===== config.mk =====
export PLATFORM = sky130hd
export DESIGN_NAME = mem_align_unit
export DESIGN_NICKNAME = d
export VERILOG_FILES = /design/src/rtl/mem_align_unit.sv
export SDC_FILE = /design/constraint.sdc
export NUM_CORES = 1
export LEC_CHECK = 0
export ABC_CLOCK_PERIOD_IN_PS = 5700
export BUFFER_PORTS_ARGS = -buffer_cell sky130_fd_sc_hd__buf_2
export CAP_MARGIN = 20
export CORE_MARGIN = 2
export CORE_UTILIZATION = 51
export DETAILED_ROUTE_END_ITERATION = 16
export GPL_TIMING_DRIVEN = 0
export PLACE_DENSITY = 0.83
export REMOVE_ABC_BUFFERS = 1
export SYNTH_ARGS = -nofsm -noshare
export SYNTH_HDL_FRONTEND = slang
export SYNTH_SLANG_ARGS = --single-unit

===== constraint.sdc =====
create_clock -name clk -period 5.7 [get_ports clk]
set_input_delay 0.855 -clock clk [delete_from_list [all_inputs] [get_ports clk]]
set_output_delay 0.855 -clock clk [all_outputs]
set_load 0.005 [all_outputs]

===== src/rtl/mem_align_unit.sv =====
// Purpose : turns byte-addressed RV32 loads/stores into word-aligned array beats; a word-crossing access takes two beats.
// Latency : single-beat loads return in the request cycle; split loads return in the following (SECOND) cycle.
// Backpress: stall is high in beat 1 of a split; the request inputs must stay stable until stall drops.
// Ports   : clk/reset (sync, active-high); req_read/req_write/req_addr/req_wdata/req_funct3 from EX/MEM;
//           mem_addr/mem_re/mem_we/mem_wdata/mem_rdata to the data array; load_data/load_valid to writeback;
//           stall to the pipeline; err pulses for an illegal request.
module mem_align_unit #(
  parameter int ADDR_W = 9,
  parameter int DATA_W = 32
) (
  input  logic              clk,
  input  logic              reset,
  input  logic              req_read,
  input  logic              req_write,
  input  logic [ADDR_W-1:0] req_addr,
  input  logic [DATA_W-1:0] req_wdata,
  input  logic [2:0]        req_funct3,
  output logic [ADDR_W-1:0] mem_addr,
  output logic              mem_re,
  output logic [3:0]        mem_we,
  output logic [DATA_W-1:0] mem_wdata,
  input  logic [DATA_W-1:0] mem_rdata,
  output logic [DATA_W-1:0] load_data,
  output logic              load_valid,
  output logic              stall,
  output logic              err
);

  typedef enum logic {IDLE = 1'b0, SECOND = 1'b1} state_t;

  state_t      state_q, state_d;
  logic [23:0] lo_q, lo_d;     // beat-1 load bytes, already right-aligned
  logic [1:0]  k_q, k_d;       // number of bytes taken in beat 1

  logic [1:0]        off;
  logic [ADDR_W-1:0] base;
  logic [2:0]        size;
  logic [3:0]        mask;
  logic              legal_f3;
  logic              is_req;
  logic              illegal;
  logic              split;
  logic [4:0]        byte_sh;
  logic [4:0]        k_sh;
  logic [DATA_W-1:0] rd_shift;

  assign off      = req_addr[1:0];
  assign base     = {req_addr[ADDR_W-1:2], 2'b00};
  assign is_req   = req_read | req_write;
  assign legal_f3 = req_write ? (req_funct3 inside {3'b000, 3'b001, 3'b010})
                              : (req_funct3 inside {3'b000, 3'b001, 3'b010, 3'b100, 3'b101});
  assign illegal  = is_req & ((req_read & req_write) | ~legal_f3);
  // off is at most 3 and size at most 4, so the sum fits in 3 bits
  assign split    = ({1'b0, off} + size) > 3'd4;
  assign byte_sh  = {off, 3'b000};
  assign k_sh     = {k_q, 3'b000};
  assign rd_shift = mem_rdata >> byte_sh;

  always_comb begin
    size = 3'd4;
    mask = 4'b1111;
    case (req_funct3[1:0])
      2'b00:   begin size = 3'd1; mask = 4'b0001; end
      2'b01:   begin size = 3'd2; mask = 4'b0011; end
      default: begin size = 3'd4; mask = 4'b1111; end
    endcase
  end

  // funct3[2] selects zero-extension; funct3[1:0] selects byte/half/word
  function automatic logic [DATA_W-1:0] extend(input logic [DATA_W-1:0] raw,
                                               input logic [2:0] f3);
    case (f3[1:0])
      2'b00:   extend = f3[2] ? {24'b0, raw[7:0]}  : {{24{raw[7]}}, raw[7:0]};
      2'b01:   extend = f3[2] ? {16'b0, raw[15:0]} : {{16{raw[15]}}, raw[15:0]};
      default: extend = raw;
    endcase
  endfunction

  always_comb begin
    state_d    = IDLE;
    lo_d       = lo_q;
    k_d        = k_q;
    mem_addr   = '0;
    mem_re     = 1'b0;
    mem_we     = 4'b0000;
    mem_wdata  = '0;
    load_data  = '0;
    load_valid = 1'b0;
    stall      = 1'b0;
    err        = 1'b0;
    case (state_q)
      IDLE: begin
        if (illegal) begin
          err = 1'b1;
        end else if (is_req) begin
          mem_addr = base;
          if (req_write) begin
            mem_we    = mask << off;   // upper lanes of a split fall off here
            mem_wdata = req_wdata << byte_sh;
          end else begin
            mem_re = 1'b1;
          end
          if (split) begin
            stall   = 1'b1;
            state_d = SECOND;
            k_d     = 2'(3'd4 - {1'b0, off});
            if (req_read) lo_d = rd_shift[23:0];
          end else if (req_read) begin
            load_data  = extend(rd_shift, req_funct3);
            load_valid = 1'b1;
          end
        end
      end
      SECOND: begin
        // a reset landing in beat 2 must not let the second half reach the array
        if (!reset) begin
          mem_addr = base + ADDR_W'(4);
          if (req_write) begin
            mem_we    = mask >> k_q;
            mem_wdata = req_wdata >> k_sh;
          end else begin
            mem_re     = 1'b1;
            load_data  = extend({8'b0, lo_q} | (mem_rdata << k_sh), req_funct3);
            load_valid = 1'b1;
          end
        end
      end
      default: ;
    endcase
  end

  always_ff @(posedge clk) begin
    if (reset) begin
      state_q <= IDLE;
      lo_q    <= '0;
      k_q     <= '0;
    end else begin
      state_q <= state_d;
      lo_q    <= lo_d;
      k_q     <= k_d;
    end
  end

endmodule


==> reports/metrics.yaml, run 1 <==
postRouteWirelength_microns: 16400
dp_slack_ns: -0.183
yosys_warnings: 0
final_layout_size_suffix_gt1_share_pct: 27.6
ys_types: 60
critPathArrivalTime_ns: 4.48
powerDensity_nw_per_um2: 134
clockBufferDepth: 2
vias: 5693
synthToLayoutAreaGrowth_pct: 20.7
cts_made_buffers: 3
cp_common_cell: "buf_2"
initial_core_util_pct: 51.6
avgViaCountPerCell: 6.74
yosys.area.top_type: "mux2i_1"
vdd_drop_max_v: 0.0000875
root_buffer: "clkbuf_8"
leakagePower_nw: 2.23
hpwl_microns: 11100
post-route-min-period_ns: 5.34
critical_path_required_ns: 4.85
hold_path_class: "reg2reg"
fin_worst_skew_ns: 0.00974
grt_pass1_vias: 5076
ys_top_cells_by_count: "nand2_1, nor2_1, mux2i_1"
cp-start-kind: "input pin"
postCtsHoldBufs: 0
grt-ovfl-total: 0
async_flop_share_pct: 0
placed_area_sq_um: 4960
crit_fanout: 27
die_area_sq_um: 8930
crit_slowest_cell: "nor2_1"
path_cells: "buf_2, nor2_1, ha_1, inv_1, fa_1, xor2_1, a21oi_1, nor3_1, buf_2, and3_1, a221o_1, buf_2"
max-cap-violations: 0
rows: 33
slew_headroom_pct: 36.6
clk_latency_ns: 0.29
rsz0062_at_grt: "false"
min_period_over_period_pct: 93.6
synth.avg_cell_area_sq_um: 6.68
ios: 161
setup_viol: 0
cp_slowest_stage_delay_ns: 0.65
synth_seq_cells: 27
routedWlPerCell_microns: 19.4
fin_ws_ns: 0.363
ys_top_cells_by_area: "mux2i_1, dfxtp_1, a21oi_1"
fin_setup_tns_ns: 0
cts_tree: "done"
core_sq_um: 8090
synth_area_sq_um: 4180
die-width_microns: 94.5
antenna_found_initial: 0
grt_max_degree: 59
yosysMostFrequentCell: "nand2_1"
cts_resized: 1
clk_pin_slew_ns: 0.10
seq_area_frac_synth_pct: 12.9
hold_viol: 0
synth_top_cell_area_share_pct: 15.6
dr.pass1.iters: 7
drt-initial-drc-count: 554
synthFlopType: "dfxtp_1"
final_area_sq_um: 5040
timing.hold.ws_ns: 0.468
status: "completed"
postCtsSetupRepairBufs: 0
endpoint_kind: "output pin"
die_y_microns: 94.5
numPortBuffers: 158
grt_usage_pct: 34.4
synth_cells: 625
fmax_mhz: 187
grt_pass1_wl_microns: 25000
gp_congestion: 0.885
n_antenna_cell: 0
synth_edf_count: 0
cts_sinks: 27
final-max-slew-violation-count: 0
ant_nets: 0
cts-htree-levels: 1
max_slew.worst_pin.slew_ns: 0.951
nNetsFinal: 825
critical_path_class: "in2out"
drcViolationCount: 0
## logic make-up (layout without fill, tap and decap cells)
| logic type | count (synthesis) | in the layout | synth area share [%] |
|---|---|---|---|
| buffers and inverters | 76 | 190 | 7.58 |
| DFF | 27 | 27 | 12.9 |
| AOI/OAI and AO/OA | 235 | 235 | 36.6 |
| and+or+nand+nor | 196 | 196 | 20.3 |
| other | 1 | 2 | 0.0898 |
| adders and majority gates | 4 | 4 | 1.38 |
| muxes | 83 | 83 | 20.5 |
| xor gates and xnor gates | 3 | 3 | 0.629 |
## area by class of cell
class / count / area, sq um
clock buffers: 4 / 45.0
fillers: 755 / 3050
inverters: 19 / 72.6
multi-input cells: 523 / 3330
flip-flops and latches: 27 / 543
well taps: 105 / 131
repair buffers: 167 / 921
## cells in the final DEF, fill, tap and decap left out, types with 2 or more instances in the layout
master | netlist | final
inv_1 | 15 | 15
buf_12 | 0 | 4
and3_1 | 3 | 3
a31o_2 | 8 | 8
buf_6 | 1 | 4
nor2b_1 | 4 | 4
nor3_1 | 11 | 11
a22oi_1 | 8 | 8
a21oi_1 | 62 | 62
nor2_1 | 66 | 66
nand2_1 | 77 | 77
nand3_1 | 14 | 14
dfxtp_2 | 0 | 2
o21ai_0 | 54 | 54
conb_1 | 1 | 2
o211ai_1 | 3 | 3
mux2i_1 | 65 | 65
o221ai_1 | 8 | 8
a211oi_1 | 10 | 10
o2111a_1 | 2 | 2
nand2b_1 | 3 | 3
clkbuf_8 | 0 | 3
a22o_1 | 9 | 9
buf_2 | 13 | 159
mux2_2 | 17 | 17
o22ai_1 | 34 | 34
a221o_1 | 7 | 7
ha_1 | 3 | 3
dfxtp_1 | 27 | 25
xor2_1 | 3 | 3
a221oi_1 | 6 | 6
clkinv_1 | 4 | 3
and2_1 | 9 | 9
a32oi_1 | 8 | 8
o21a_1 | 2 | 2
## metal layers
layer / up-vias / GRT usage, % / wire, microns
li1: 2557 / - / -
met1: 2599 / 44.3 / 6200
met2: 474 / 59.3 / 7780
met3: 63 / 2.87 / 1840
met4: 0 / 14.0 / 573
met5: - / 0 / 0
## worst max-delay path, delay by kind of cell
kind | cells | cell delay (ns)
adder cells (fa/ha/maj) | 2 | 0.66
XOR/XNOR | 1 | 0.15
AND/OR/NAND/NOR | 3 | 1.61
AO/OA/AOI/OAI | 2 | 0.39
buffers and inverters | 4 | 0.80
## power by group
part	internal (W)	switching [W]	leakage (nW)
logic	0.000140	0.000208	1.99
clock network	0.0000504	0.0000712	0.0228
registers	0.000196	0.00000936	0.220
total	0.000387	0.000288	2.23
## flip-flops by register name, indices dropped and copies added (netlist names)
signal and count:
lo_q 24, state_q 1, k_q 2
## through the flow
step | power (W) | std cells | utilization, %
floorplan | 0.000393 | 569 | -
global placement | 0.000526 | 832 | 60.0
detailed placement | 0.000543 | 839 | 61.2
CTS | 0.000659 | 843 | 61.8
global route | 0.000711 | 845 | 62.3
finish | 0.000675 | 845 | 62.3
## final timing paths
check                        startpoint                     to  slack, ns  cells after the start
setup / recovery          req_funct3[1]          load_data[31]       0.36                     12
hold / removal    lo_q[20]$_SDFFE_PP0P_  lo_q[20]$_SDFFE_PP0P_       0.47                      2
setup reg to reg     state_q$_SDFF_PP0_  lo_q[12]$_SDFFE_PP0P_       3.84                      4
hold reg to reg   lo_q[20]$_SDFFE_PP0P_  lo_q[20]$_SDFFE_PP0P_       0.47                      2
Power figures use the tool's default switching activity.
==> inputs of run 2 (changes only) <==
--- a/config.mk
+++ b/config.mk
@@ -14,3 +14,3 @@
 export GPL_TIMING_DRIVEN = 0
-export PLACE_DENSITY = 0.83
+export PLACE_DENSITY = 0.93
 export REMOVE_ABC_BUFFERS = 1
==> constraint.sdc (replaced) <==
create_clock -name clk -period 5.7 [get_ports clk]
set_input_delay 1.71 -clock clk [delete_from_list [all_inputs] [get_ports clk]]
set_output_delay 1.71 -clock clk [all_outputs]
set_load 0.005 [all_outputs]
==> reports/metrics.yaml, run 2 (synthesis gave the netlist of run 1 again) <==
status: "completed"
powerDensity_nw_per_um2: 132
grt_max_degree: 42
post-route-min-period_ns: 5.67
leakagePower_nw: 2.32
grt-ovfl-total: 0
rows: 33
cp-start-kind: "input pin"
grt_pass1_wl_microns: 25300
initial_core_util_pct: 51.6
endpoint_kind: "output pin"
grt_util_met2_pct: 56.9
grt_use_met1_pct: 44.3
cts_made_buffers: 3
ios: 161
clockBufferDepth: 2
nNetsFinal: 833
hold_path_class: "reg2reg"
fill_cells: 749
critPathArrivalTime_ns: 3.96
synthToLayoutAreaGrowth_pct: 26.0
max-cap-violations: 0
largest_reg_flops: 24
crit_slowest_cell: "fa_2"
postRouteWirelength_microns: 16600
die_y_microns: 94.5
reg_top3: "lo_q (24), k_q (2), state_q (1)"
final_cells: 853
grt_usage_pct: 35.1
vias: 5703
fin_worst_skew_ns: 0.0104
critical_path_class: "in2out"
grt_pass1_vias: 5196
use_met3_pct: 6.46
utilization_pct: 65.0
clk_latency_ns: 0.29
busiest_layer: "met2"
path_delay_family: "compound AO/OA/AOI/OAI gates"
fin_ws_ns: 0.0290
critical_path_required_ns: 3.99
final-max-slew-violation-count: 0
min_period_over_period_pct: 99.5
n_antenna_cell: 0
vdd_drop_max_v: 0.000102
clk_pin_slew_ns: 0.11
final_layout_size_suffix_gt1_share_pct: 30.5
avgViaCountPerCell: 6.69
cts_sinks: 27
place_inst: 839
max_slew.worst_pin.slew_ns: 0.948
core_sq_um: 8090
numPortBuffers: 158
dr.pass1.iters: 5
seq_area_sq_um: 543
die-width_microns: 94.5
fmax_mhz: 176
crit_fanout: 11
final_cell_mix: "buf_2, nand2_1, mux2i_1"
setup_viol: 0
antenna_found_initial: 0
multi_input_area_sq_um: 3410
routedWlPerCell_microns: 19.4
postCtsHoldBufs: 0
cts-htree-levels: 1
final_common_cell: "buf_2"
die_area_sq_um: 8930
root_buffer: "clkbuf_8"
slew_headroom_pct: 36.6
drt-initial-drc-count: 494
dp_slack_ns: -1.94
path_cells: "buf_4, nor2_4, ha_1, inv_1, fa_2, xor2_2, a21oi_4, nor3_4, buf_6, and3_4, a221o_1, buf_2"
hold_viol: 0
hpwl_microns: 10800
path_buf_inv: 4
regMostFlops: "lo_q"
ant_nets: 0
drcViolationCount: 0
cts_tree: "done"
gp_congestion: 0.933
cp_slowest_stage_delay_ns: 0.37
## run 2: worst paths after layout
check                             start                    end  slack (ns)  depth (start not counted)
setup / recovery          req_funct3[0]          load_data[31]        0.03                         12
setup reg to reg     state_q$_SDFF_PP0_  lo_q[17]$_SDFFE_PP0P_        3.80                          4
hold reg to reg   lo_q[23]$_SDFFE_PP0P_  lo_q[23]$_SDFFE_PP0P_        0.47                          2
hold / removal    lo_q[23]$_SDFFE_PP0P_  lo_q[23]$_SDFFE_PP0P_        0.47                          2
## run 2: where the power goes
part	internal (W)	leakage [nW]	total [W]	switching, W
logic	0.000153	2.08	0.000368	0.000215
clock network	0.0000494	0.0255	0.000121	0.0000713
registers	0.000196	0.220	0.000206	0.00000999
total	0.000399	2.32	0.000695	0.000297
## run 2: timing repair
item / 4_1_cts / 5_1_grt
gates resized for setup: 29 / 10
endpoints found under the setup margin: 62 / 45
pin swaps: 2 / 3
cloned: 1 / 0
buffers inserted: 5 / 4
## run 2: tightest hold or removal path, stage by stage, from the launching register on
cell and delay (ns):
dfxtp_1 0.33, nand2_1 0.05, a21oi_1 0.05
## run 2: layer usage
layer,up-vias,part of all wire (%),wire [microns]
li1,2575,-,-
met1,2550,36,6040
met2,504,46,7610
met3,74,14,2270
met4,0,3.9,644
met5,-,0,0
## run 2: layout make-up
| cell class | instances | share of cell area (%) |
|---|---|---|
| clock buffers | 3 | 0.784 |
| inverters | 19 | 1.66 |
| well taps | 105 | 2.50 |
| clock inverters | 1 | 0.0951 |
| multi-input cells | 523 | 64.8 |
| flip-flops and latches | 27 | 10.3 |
| repair buffers | 175 | 19.8 |
## run 2: through the flow
stage                     power (W)  setup TNS (ns)  area [sq um]  hold slack (ns)
after floorplan            0.000393           -7.69          3940            0.427
after global placement     0.000527          -87.21          4860            0.441
after detailed placement   0.000542          -69.07          4970            0.447
after CTS                  0.000672               0          5210            0.466
after global routing       0.000728       -0.000894          5260            0.484
final                      0.000695               0          5260            0.469
==> inputs of run 3 (changes only) <==
CORE_UTILIZATION = 52   (was 51)
CTS_BUF_LIST = sky130_fd_sc_hd__clkbuf_8   (was default)
PLACE_DENSITY = 0.84   (was 0.93)
==> reports/metrics.yaml, run 3 (synthesis gave the netlist of run 1 again) <==
clk_latency_ns: 0.30
final_cells: 849
hold_viol: 0
place_inst: 835
path_buf_inv: 4
hpwl_microns: 11000
reg2reg_slack_ns: 3.84
synthToLayoutAreaGrowth_pct: 25.2
nNetsFinal: 832
rows: 32
final_layout_size_suffix_gt1_share_pct: 30.3
hold_depth: 2
grt_pass1_vias: 5152
r2r-start: "state_q$_SDFF_PP0_"
grt_pass1_wl_microns: 25300
endpoint_kind: "output pin"
path_cells: "buf_6, nor2_4, ha_1, inv_1, fa_2, xor2_2, a21oi_4, or3_4, nor3_4, buf_12, a311o_1, buf_2"
routedWlPerCell_microns: 19.5
gp_congestion: 0.907
hold_path_class: "reg2reg"
n_antenna_cell: 0
cp-start-kind: "input pin"
core_sq_um: 7770
cp.depth: 12
cts-htree-levels: 1
drt-initial-drc-count: 507
r2r-end: "lo_q[15]$_SDFFE_PP0P_"
fill_cells: 671
regMostFlops: "lo_q"
grt-ovfl-total: 0
critical_path_class: "in2out"
powerDensity_nw_per_um2: 134
fmax_mhz: 176
grt_max_degree: 59
largest_reg_flops: 24
clockBufferDepth: 2
die_area_sq_um: 8760
reg_top3: "lo_q (24), k_q (2), state_q (1)"
post-route-min-period_ns: 5.68
final_cell_mix: "buf_2, nand2_1, mux2i_1"
dr.pass1.iters: 7
grt_usage_pct: 35.3
die-width_microns: 93.6
reg2reg_depth: 4
finalPower_w: 0.000701
postRouteWirelength_microns: 16500
avgViaCountPerCell: 6.71
numPortBuffers: 158
final_common_cell: "buf_2"
path_delay_family: "simple AND/OR/NAND/NOR gates"
status: "completed"
final_area_sq_um: 5230
critPathArrivalTime_ns: 3.97
max-cap-violations: 0
vdd_drop_max_v: 0.000112
die_y_microns: 93.6
utilization_pct: 67.3
fin_worst_skew_ns: 0.00216
cts_sinks: 27
initial_core_util_pct: 53.8
cts_made_buffers: 3
setup_viol: 0
ios: 161
min_period_over_period_pct: 99.7
critical_path_required_ns: 3.99
max_slew.worst_pin.slew_ns: 0.948
cp-endpoint: "load_data[30]"
drcViolationCount: 0
startpoint: "req_funct3[1]"
multi_input_area_sq_um: 3400
ant_nets: 0
seq_area_sq_um: 543
final-max-slew-violation-count: 0
root_buffer: "clkbuf_8"
cts_tree: "done"
crit_fanout: 27
leakagePower_nw: 2.31
vias: 5697
clk_pin_slew_ns: 0.11
placed_area_sq_um: 4960
cp_slowest_stage_delay_ns: 0.38
slew_headroom_pct: 36.8
crit_slowest_cell: "fa_2"
antenna_found_initial: 0
postCtsHoldBufs: 0
==> run 3: final cells by class <==
cell class / instances / area share [%]
multi-input combinational: 523 / 65.0
clock inverter: 1 / 0.144
sequential: 27 / 10.4
inverter: 19 / 1.53
timing repair buffer: 174 / 19.7
clock buffer: 3 / 0.789
tap: 102 / 2.44
==> run 3: what timing repair did <==
item,4_1_cts,5_1_grt
endpoints found under the hold margin,0,0
gates resized for setup,24,8
endpoints found under the setup margin,63,32
buffers inserted,9,0
gates cloned,0,1
pin swaps,4,2
==> run 3: worst min path at each step <==
stage          slack (ns)                     to                  start
2_1_floorplan        0.43  lo_q[22]$_SDFFE_PP0P_  lo_q[22]$_SDFFE_PP0P_
3_3_place_gp         0.44  lo_q[22]$_SDFFE_PP0P_  lo_q[22]$_SDFFE_PP0P_
3_5_place_dp         0.45  lo_q[18]$_SDFFE_PP0P_  lo_q[18]$_SDFFE_PP0P_
4_1_cts              0.47  lo_q[18]$_SDFFE_PP0P_  lo_q[18]$_SDFFE_PP0P_
5_1_grt              0.49  lo_q[19]$_SDFFE_PP0P_  lo_q[19]$_SDFFE_PP0P_
6_report             0.47  lo_q[18]$_SDFFE_PP0P_  lo_q[18]$_SDFFE_PP0P_
==> run 3: worst register-to-register path: cells and delay by family (launching register included) <==
kind	cells	cell delay (ns)
AND/OR/NAND/NOR	1	0.10
AO/OA/AOI/OAI	2	1.12
buffers and inverters	1	0.20
flip-flops	1	0.36
==> run 3: routing by layer <==
layer / share of wire (%) / up-vias / track usage, %
met1: 38 / 2575 / 44.5
met4: 5.1 / 0 / 20.4
li1: - / 2568 / -
met2: 45 / 462 / 57.2
met3: 12 / 92 / 5.40
met5: 0 / - / 0
==> run 3: stage by stage <==
stage / TNS (ns) / hold WS [ns] / worst slack (ns)
after floorplan: -7.69 / 0.427 / -0.433
after global placement: -83.11 / 0.439 / -2.45
after detailed placement: -72.15 / 0.450 / -1.96
after CTS: 0 / 0.465 / 0.0104
after global routing: -0.0382 / 0.486 / -0.0166
final: 0 / 0.467 / 0.0196
==> run 3: where the power goes <==
group | internal (W) | switching (W)
logic | 0.000151 | 0.000216
clock network | 0.0000502 | 0.0000795
registers | 0.000196 | 0.00000815
